## src/rtl/matmul_pkg.sv

```systemverilog
// Shared types and address helpers for the matrix-multiply sequencer.
package matmul_pkg;

  typedef enum logic [3:0] {
    IDLE,
    LOAD,
    CLR,
    RD_A,
    RD_B,
    CAP_B,
    MAC,
    WR,
    OUT_RD,
    OUT_V,
    FIN
  } state_t;

  // Row-major layout: A occupies [0, N*N), B follows at N*N; C has its own memory.
  function automatic int unsigned a_addr(input int unsigned i, input int unsigned k,
                                         input int unsigned n);
    return i * n + k;
  endfunction

  function automatic int unsigned b_addr(input int unsigned k, input int unsigned j,
                                         input int unsigned n);
    return n * n + k * n + j;
  endfunction

  function automatic int unsigned c_addr(input int unsigned i, input int unsigned j,
                                         input int unsigned n);
    return i * n + j;
  endfunction

endpackage

```

## src/rtl/matmul_idx_cnt.sv

```systemverilog
// Nested i/j/k index counter shared by the compute and readout phases.
module matmul_idx_cnt #(
  parameter int unsigned N  = 3,
  parameter int unsigned IW = 2
) (
  input  logic          clk,
  input  logic          rst,
  input  logic          i_clr,
  input  logic          i_clr_k,
  input  logic          i_inc_k,
  input  logic          i_inc_ij,
  output logic [IW-1:0] o_i,
  output logic [IW-1:0] o_j,
  output logic [IW-1:0] o_k,
  output logic          o_k_last,
  output logic          o_ij_last
);

  localparam logic [IW-1:0] LAST = IW'(N - 1);

  logic [IW-1:0] r_i, r_j, r_k;
  logic          w_i_last, w_j_last;

  assign w_i_last  = (r_i == LAST);
  assign w_j_last  = (r_j == LAST);
  assign o_k_last  = (r_k == LAST);
  assign o_ij_last = w_i_last & w_j_last;
  assign o_i       = r_i;
  assign o_j       = r_j;
  assign o_k       = r_k;

  // j is the inner index; i advances on j wrap and wraps itself after the last row.
  always_ff @(posedge clk or posedge rst) begin
    if (rst) begin
      r_i <= '0;
      r_j <= '0;
      r_k <= '0;
    end else if (i_clr) begin
      r_i <= '0;
      r_j <= '0;
      r_k <= '0;
    end else begin
      if (i_clr_k) begin
        r_k <= '0;
      end else if (i_inc_k && !o_k_last) begin
        r_k <= r_k + IW'(1);
      end
      if (i_inc_ij) begin
        if (w_j_last) begin
          r_j <= '0;
          r_i <= w_i_last ? '0 : r_i + IW'(1);
        end else begin
          r_j <= r_j + IW'(1);
        end
      end
    end
  end

endmodule

```

## src/rtl/matmul_seq.sv

```systemverilog
// Control sequencer for the NxN matrix multiply: load, compute C = A*B, stream results out.
module matmul_seq
  import matmul_pkg::*;
#(
  parameter int unsigned N  = 3,
  parameter int unsigned AW = 5,
  parameter int unsigned RW = 4
) (
  input  logic          clk,
  input  logic          rst,
  input  logic          start,
  input  logic          abort,
  input  logic          load_valid,
  output logic          load_ready,
  output logic          in_we,
  output logic          in_re,
  output logic [AW-1:0] in_addr,
  output logic          a_we,
  output logic          b_we,
  output logic          acc_clr,
  output logic          acc_en,
  output logic          res_we,
  output logic          res_re,
  output logic [RW-1:0] res_addr,
  output logic          out_valid,
  input  logic          out_ready,
  output logic          busy,
  output logic          done
);

  localparam int unsigned   IW      = $clog2(N);
  localparam logic [AW-1:0] LD_LAST = AW'(2 * N * N - 1);

  state_t        r_state, w_state_nxt;
  logic [AW-1:0] r_ld;
  logic          w_ld_inc, w_ld_clr;
  logic          w_cnt_clr, w_clr_k, w_inc_k, w_inc_ij;
  logic          w_k_last, w_ij_last;
  logic [IW-1:0] w_i, w_j, w_k;

  always_ff @(posedge clk or posedge rst) begin
    if (rst) r_state <= IDLE;
    else     r_state <= w_state_nxt;
  end

  always_ff @(posedge clk or posedge rst) begin
    if (rst)           r_ld <= '0;
    else if (w_ld_clr) r_ld <= '0;
    else if (w_ld_inc) r_ld <= r_ld + AW'(1);
  end

  matmul_idx_cnt #(.N(N), .IW(IW)) u_idx (
    .clk       (clk),
    .rst       (rst),
    .i_clr     (w_cnt_clr),
    .i_clr_k   (w_clr_k),
    .i_inc_k   (w_inc_k),
    .i_inc_ij  (w_inc_ij),
    .o_i       (w_i),
    .o_j       (w_j),
    .o_k       (w_k),
    .o_k_last  (w_k_last),
    .o_ij_last (w_ij_last)
  );

  always_comb begin
    w_state_nxt = r_state;
    load_ready  = 1'b0;
    in_we       = 1'b0;
    in_re       = 1'b0;
    in_addr     = '0;
    a_we        = 1'b0;
    b_we        = 1'b0;
    acc_clr     = 1'b0;
    acc_en      = 1'b0;
    res_we      = 1'b0;
    res_re      = 1'b0;
    res_addr    = '0;
    out_valid   = 1'b0;
    done        = 1'b0;
    busy        = (r_state != IDLE);
    w_ld_inc    = 1'b0;
    w_ld_clr    = 1'b0;
    w_cnt_clr   = 1'b0;
    w_clr_k     = 1'b0;
    w_inc_k     = 1'b0;
    w_inc_ij    = 1'b0;

    case (r_state)
      IDLE: if (start) w_state_nxt = LOAD;
      LOAD: begin
        load_ready = 1'b1;
        in_addr    = r_ld;
        in_we      = load_valid;
        if (load_valid) begin
          if (r_ld == LD_LAST) begin
            w_ld_clr    = 1'b1;
            w_state_nxt = CLR;
          end else begin
            w_ld_inc = 1'b1;
          end
        end
      end
      CLR: begin
        acc_clr     = 1'b1;
        w_clr_k     = 1'b1;
        w_state_nxt = RD_A;
      end
      RD_A: begin
        in_re       = 1'b1;
        in_addr     = AW'(a_addr(32'(w_i), 32'(w_k), N));
        w_state_nxt = RD_B;
      end
      // A data returns this cycle while the B read is issued.
      RD_B: begin
        in_re       = 1'b1;
        in_addr     = AW'(b_addr(32'(w_k), 32'(w_j), N));
        a_we        = 1'b1;
        w_state_nxt = CAP_B;
      end
      CAP_B: begin
        b_we        = 1'b1;
        w_state_nxt = MAC;
      end
      MAC: begin
        acc_en = 1'b1;
        if (!w_k_last) begin
          w_inc_k     = 1'b1;
          w_state_nxt = RD_A;
        end else begin
          w_state_nxt = WR;
        end
      end
      WR: begin
        res_we      = 1'b1;
        res_addr    = RW'(c_addr(32'(w_i), 32'(w_j), N));
        w_inc_ij    = 1'b1;
        w_state_nxt = w_ij_last ? OUT_RD : CLR;
      end
      OUT_RD: begin
        res_re      = 1'b1;
        res_addr    = RW'(c_addr(32'(w_i), 32'(w_j), N));
        w_state_nxt = OUT_V;
      end
      OUT_V: begin
        out_valid = 1'b1;
        res_addr  = RW'(c_addr(32'(w_i), 32'(w_j), N));
        if (out_ready) begin
          w_inc_ij    = 1'b1;
          w_state_nxt = w_ij_last ? FIN : OUT_RD;
        end
      end
      FIN: begin
        done        = 1'b1;
        w_state_nxt = IDLE;
      end
      default: w_state_nxt = IDLE;
    endcase

    // Cancel overrides every transition and counter update.
    if (abort && (r_state != IDLE)) begin
      w_state_nxt = IDLE;
      w_cnt_clr   = 1'b1;
      w_ld_clr    = 1'b1;
      w_ld_inc    = 1'b0;
      w_clr_k     = 1'b0;
      w_inc_k     = 1'b0;
      w_inc_ij    = 1'b0;
    end
  end

endmodule

```

## config.mk

```make
export PLATFORM = sky130hd
export DESIGN_NAME = matmul_seq
export DESIGN_NICKNAME = d
export VERILOG_FILES = /design/src/rtl/matmul_pkg.sv /design/src/rtl/matmul_idx_cnt.sv /design/src/rtl/matmul_seq.sv
export SDC_FILE = /design/constraint.sdc
export NUM_CORES = 1
export LEC_CHECK = 0
export CORE_MARGIN = 3
export CORE_UTILIZATION = 30
export CTS_BUF_LIST = sky130_fd_sc_hd__clkbuf_8
export DETAILED_ROUTE_END_ITERATION = 10
export PLACE_DENSITY_LB_ADDON = 0.1
export RECOVER_POWER = 25
export SLEW_MARGIN = 20
export SYNTH_ARGS = -nofsm -noshare
export SYNTH_HDL_FRONTEND = slang
export SYNTH_SLANG_ARGS = --single-unit
export TNS_END_PERCENT = 30
```

## constraint.sdc

```tcl
create_clock -name clk -period 3.7 [get_ports clk]
set_clock_uncertainty 0.1 [all_clocks]
set_input_delay 1.11 -clock clk [delete_from_list [all_inputs] [get_ports clk]]
set_output_delay 1.11 -clock clk [all_outputs]
set_load 0.02 [all_outputs]
```

==> results.cfg <==
[cts]
cts.htree.levels = 1
clock_sinks = 15
cts_root_buf = clkbuf_8
clk_latency_ns = 0.26
clk_path_buf_depth = 2
clk_pin_slew_ns = 0.08
post_cts_buffers = 0
cts_tree = yes
cts_made_buffers = 3

[critical_path]
critPathRequiredTime_ns = 2.49
crit_path_top_delay_cell = fa_1
endpoint_kind = output pin
critical_path.max_fanout = 2
cp_cell_sequence = fa_1 -> inv_1 -> fa_2 -> inv_2 -> fa_1 -> nand2_1 -> nand2_1 -> buf_2
arrival_ns = 2.40
critPathLaunchType = register
slowest_delay_ns = 0.57
crit_type = register to output pin

[synth]
yosys_warnings = 0
syn_area_per_cell_um2 = 8.547
ys.flop_type = dfrtp_1
synth_area_mm2 = 0.001470
synthArstFlopShare = 1.000
yosys_register_bits = 15
synth_edf_count = 0
synthCells = 172
synthDistinctLibCells = 48
yosysSeqAreaShare = 0.2553
synth_nets = 198

[global_route]
grt_remaining_overflow = 0
grt_pass1_vias = 1468
antenna_found_initial = 0
grt_max_degree = 16
grtUsageTotal = 0.1495
grt_pass1_wl_um = 7100

[placed_design]
gp_congestion = 0.8685
port_buffers = 26
pre_cts_ws_ns = -0.09000
hpwl_um = 3344

[timing]
slew_violations = 0
fin_crit_ns = 3.611
setup_slack_ns = 0.08948
fmax_ghz = 0.2770
period_share = 0.9758
worst_pin_slew_ns = 0.6261
finalSetupViolCount = 0
rsz0062_at_grt = yes
hold_violations = 0
relSlewSlack = 0.5822

[route]
dr.pass1.iters = 4
finalWirelength_um = 4116
drt-initial-drc-count = 75
drc_errors = 0
vias = 1376
detail-route-antenna-nets = 0
avgViaCountPerCell = 5.004
post_drt_wl_per_cell_um = 14.97

[worst_hold_path]
hold_class = register to register

[die]
fp-row-count = 24
die_area_mm2 = 0.005777
coreArea_mm2 = 0.004534
io-pin-count = 27
start_util = 0.3242
die_h_um = 76.01
die_w_um = 76.01

[cells_and_area]
final_layout_size_suffix_gt1_frac = 0.1286
seqCellArea_um2 = 376.6
n_antenna_cell = 0
syn2layout_area_growth_pct = 31.57
nNetsFinal = 237
multi_input_area_um2 = 983.4
nFillCells = 450

[power_and_ir_drop]
ir_drop_mv = 0.2316
powerDensity_mw_per_mm2 = 504.9
total_power_uw = 976.6
leakage_nw = 0.8924

[outcome]
outcome = complete, no violations

[job]
drv_cap = 0
worst paths after layout:
check,to,slack (ns),startpoint,depth (start not counted)
setup / recovery,in_addr[2],0.09,u_idx.o_j[1]$_DFFE_PP0P_,8
hold / removal,r_ld[4]$_DFFE_PP0P_,0.43,r_ld[4]$_DFFE_PP0P_,1
setup reg to reg,r_ld[4]$_DFFE_PP0P_,1.75,r_state[1]$_DFFE_PP0P_,5
hold reg to reg,r_ld[4]$_DFFE_PP0P_,0.43,r_ld[4]$_DFFE_PP0P_,1
max in group asynchronous,r_state[2]$_DFFE_PP0P_,1.80,rst,2
min in group asynchronous,r_ld[1]$_DFFE_PP0P_,1.26,rst,2
Yosys cell counts (2+ instances only):
library cell | n | area [µm²]
a21o_1 | 2 | 15.01
a21oi_1 | 9 | 45.04
a22oi_1 | 3 | 22.52
and4bb_2 | 2 | 25.02
clkbuf_1 | 4 | 15.01
dfrtp_1 | 15 | 375.4
fa_1 | 5 | 100.1
ha_1 | 15 | 187.7
inv_1 | 19 | 71.32
mux2i_1 | 4 | 40.04
nand2_1 | 18 | 67.56
nand2b_1 | 4 | 25.02
nand3_1 | 4 | 20.02
nor2_1 | 14 | 52.55
nor2b_1 | 3 | 18.77
nor3_1 | 4 | 20.02
o21ai_0 | 7 | 35.03
o31ai_1 | 3 | 22.52
o32a_1 | 2 | 20.02
or3_1 | 4 | 25.02
xnor2_1 | 3 | 26.28
xor2_1 | 2 | 17.52
cells in the final DEF, fill, tap and decap left out, drive strengths merged, types with 3 or more instances in the layout:
master	instances
a21oi	9
a22oi	3
buf	16
clkbuf	3
clkdlybuf4s50	18
dfrtp	15
fa	5
ha	15
inv	19
mux2i	4
nand2	18
nand2b	4
nand3	4
nor2	14
nor2b	3
nor3	4
o21ai	7
o31ai	3
or3	4
xnor2	3
cell type report:
type / count / share of cell area
Clock buffer: 3 / 0.02135
Tap cell: 65 / 0.04204
Multi-Input combinational cell: 130 / 0.5084
Sequential cell: 15 / 0.1947
Clock inverter: 1 / 0.002587
Timing Repair Buffer: 41 / 0.1921
Inverter: 20 / 0.03881
routing by layer:
metal  wire [µm]  global-route usage  up-vias
li1            -                   -      681
met1        2061              0.2062      663
met2        1904              0.2447       28
met3         114             0.02246        4
met4          36             0.03986        0
met5           0                   0        -
cell families (layout without fill, tap and decap cells):
family | Yosys count | after routing | synth area share
adders and majority gates | 20 | 20 | 0.1957
muxes | 4 | 4 | 0.02724
xor gates and xnor gates | 5 | 5 | 0.02979
buffers and inverters | 27 | 65 | 0.07744
DFF | 15 | 15 | 0.2553
and+or+nand+nor | 62 | 62 | 0.2281
AOI/OAI and AO/OA | 39 | 39 | 0.1864
sequential cells by signal (all words and copies together), names as in the netlist:
register   flops
r_ld           5
r_state        4
u_idx.o_i      2
u_idx.o_j      2
u_idx.o_k      2
per-stage QoR:
step           setup TNS, ns  hold slack [ns]  std cells    util  instance area, µm²
3_5_place_dp        -0.09000           0.4217        271  0.4158                1886
3_3_place_gp        -0.08445           0.4175        271  0.4158                1886
2_1_floorplan              0           0.3665        172       -                1470
6_report                   0           0.4292        275  0.4266                1934
4_1_cts                    0           0.4348        275  0.4241                1923
5_1_grt             -0.03114           0.4609        275  0.4266                1934
power by group:
| group | internal [mW] | switching [mW] |
|---|---|---|
| clock network | 0.0747 | 0.0657 |
| registers | 0.198 | 0.0480 |
| logic | 0.249 | 0.341 |
critical path: cells and delay by family (launching register included):
| kind | cells | cell delay, ns |
|---|---|---|
| adder cells (fa/ha/maj) | 3 | 1.36 |
| buffers and inverters | 3 | 0.29 |
| flip-flops | 1 | 0.40 |
| AND/OR/NAND/NOR | 2 | 0.11 |
what timing repair did:
action | in CTS | in global routing
hold buffers | 0 | 0
pin swaps | 0 | 2
endpoints found under the setup margin | 4 | 6
gates resized for setup | 7 | 7
endpoints found under the hold margin | 0 | 0
No activity file was read; power rests on OpenSTA's default activity.
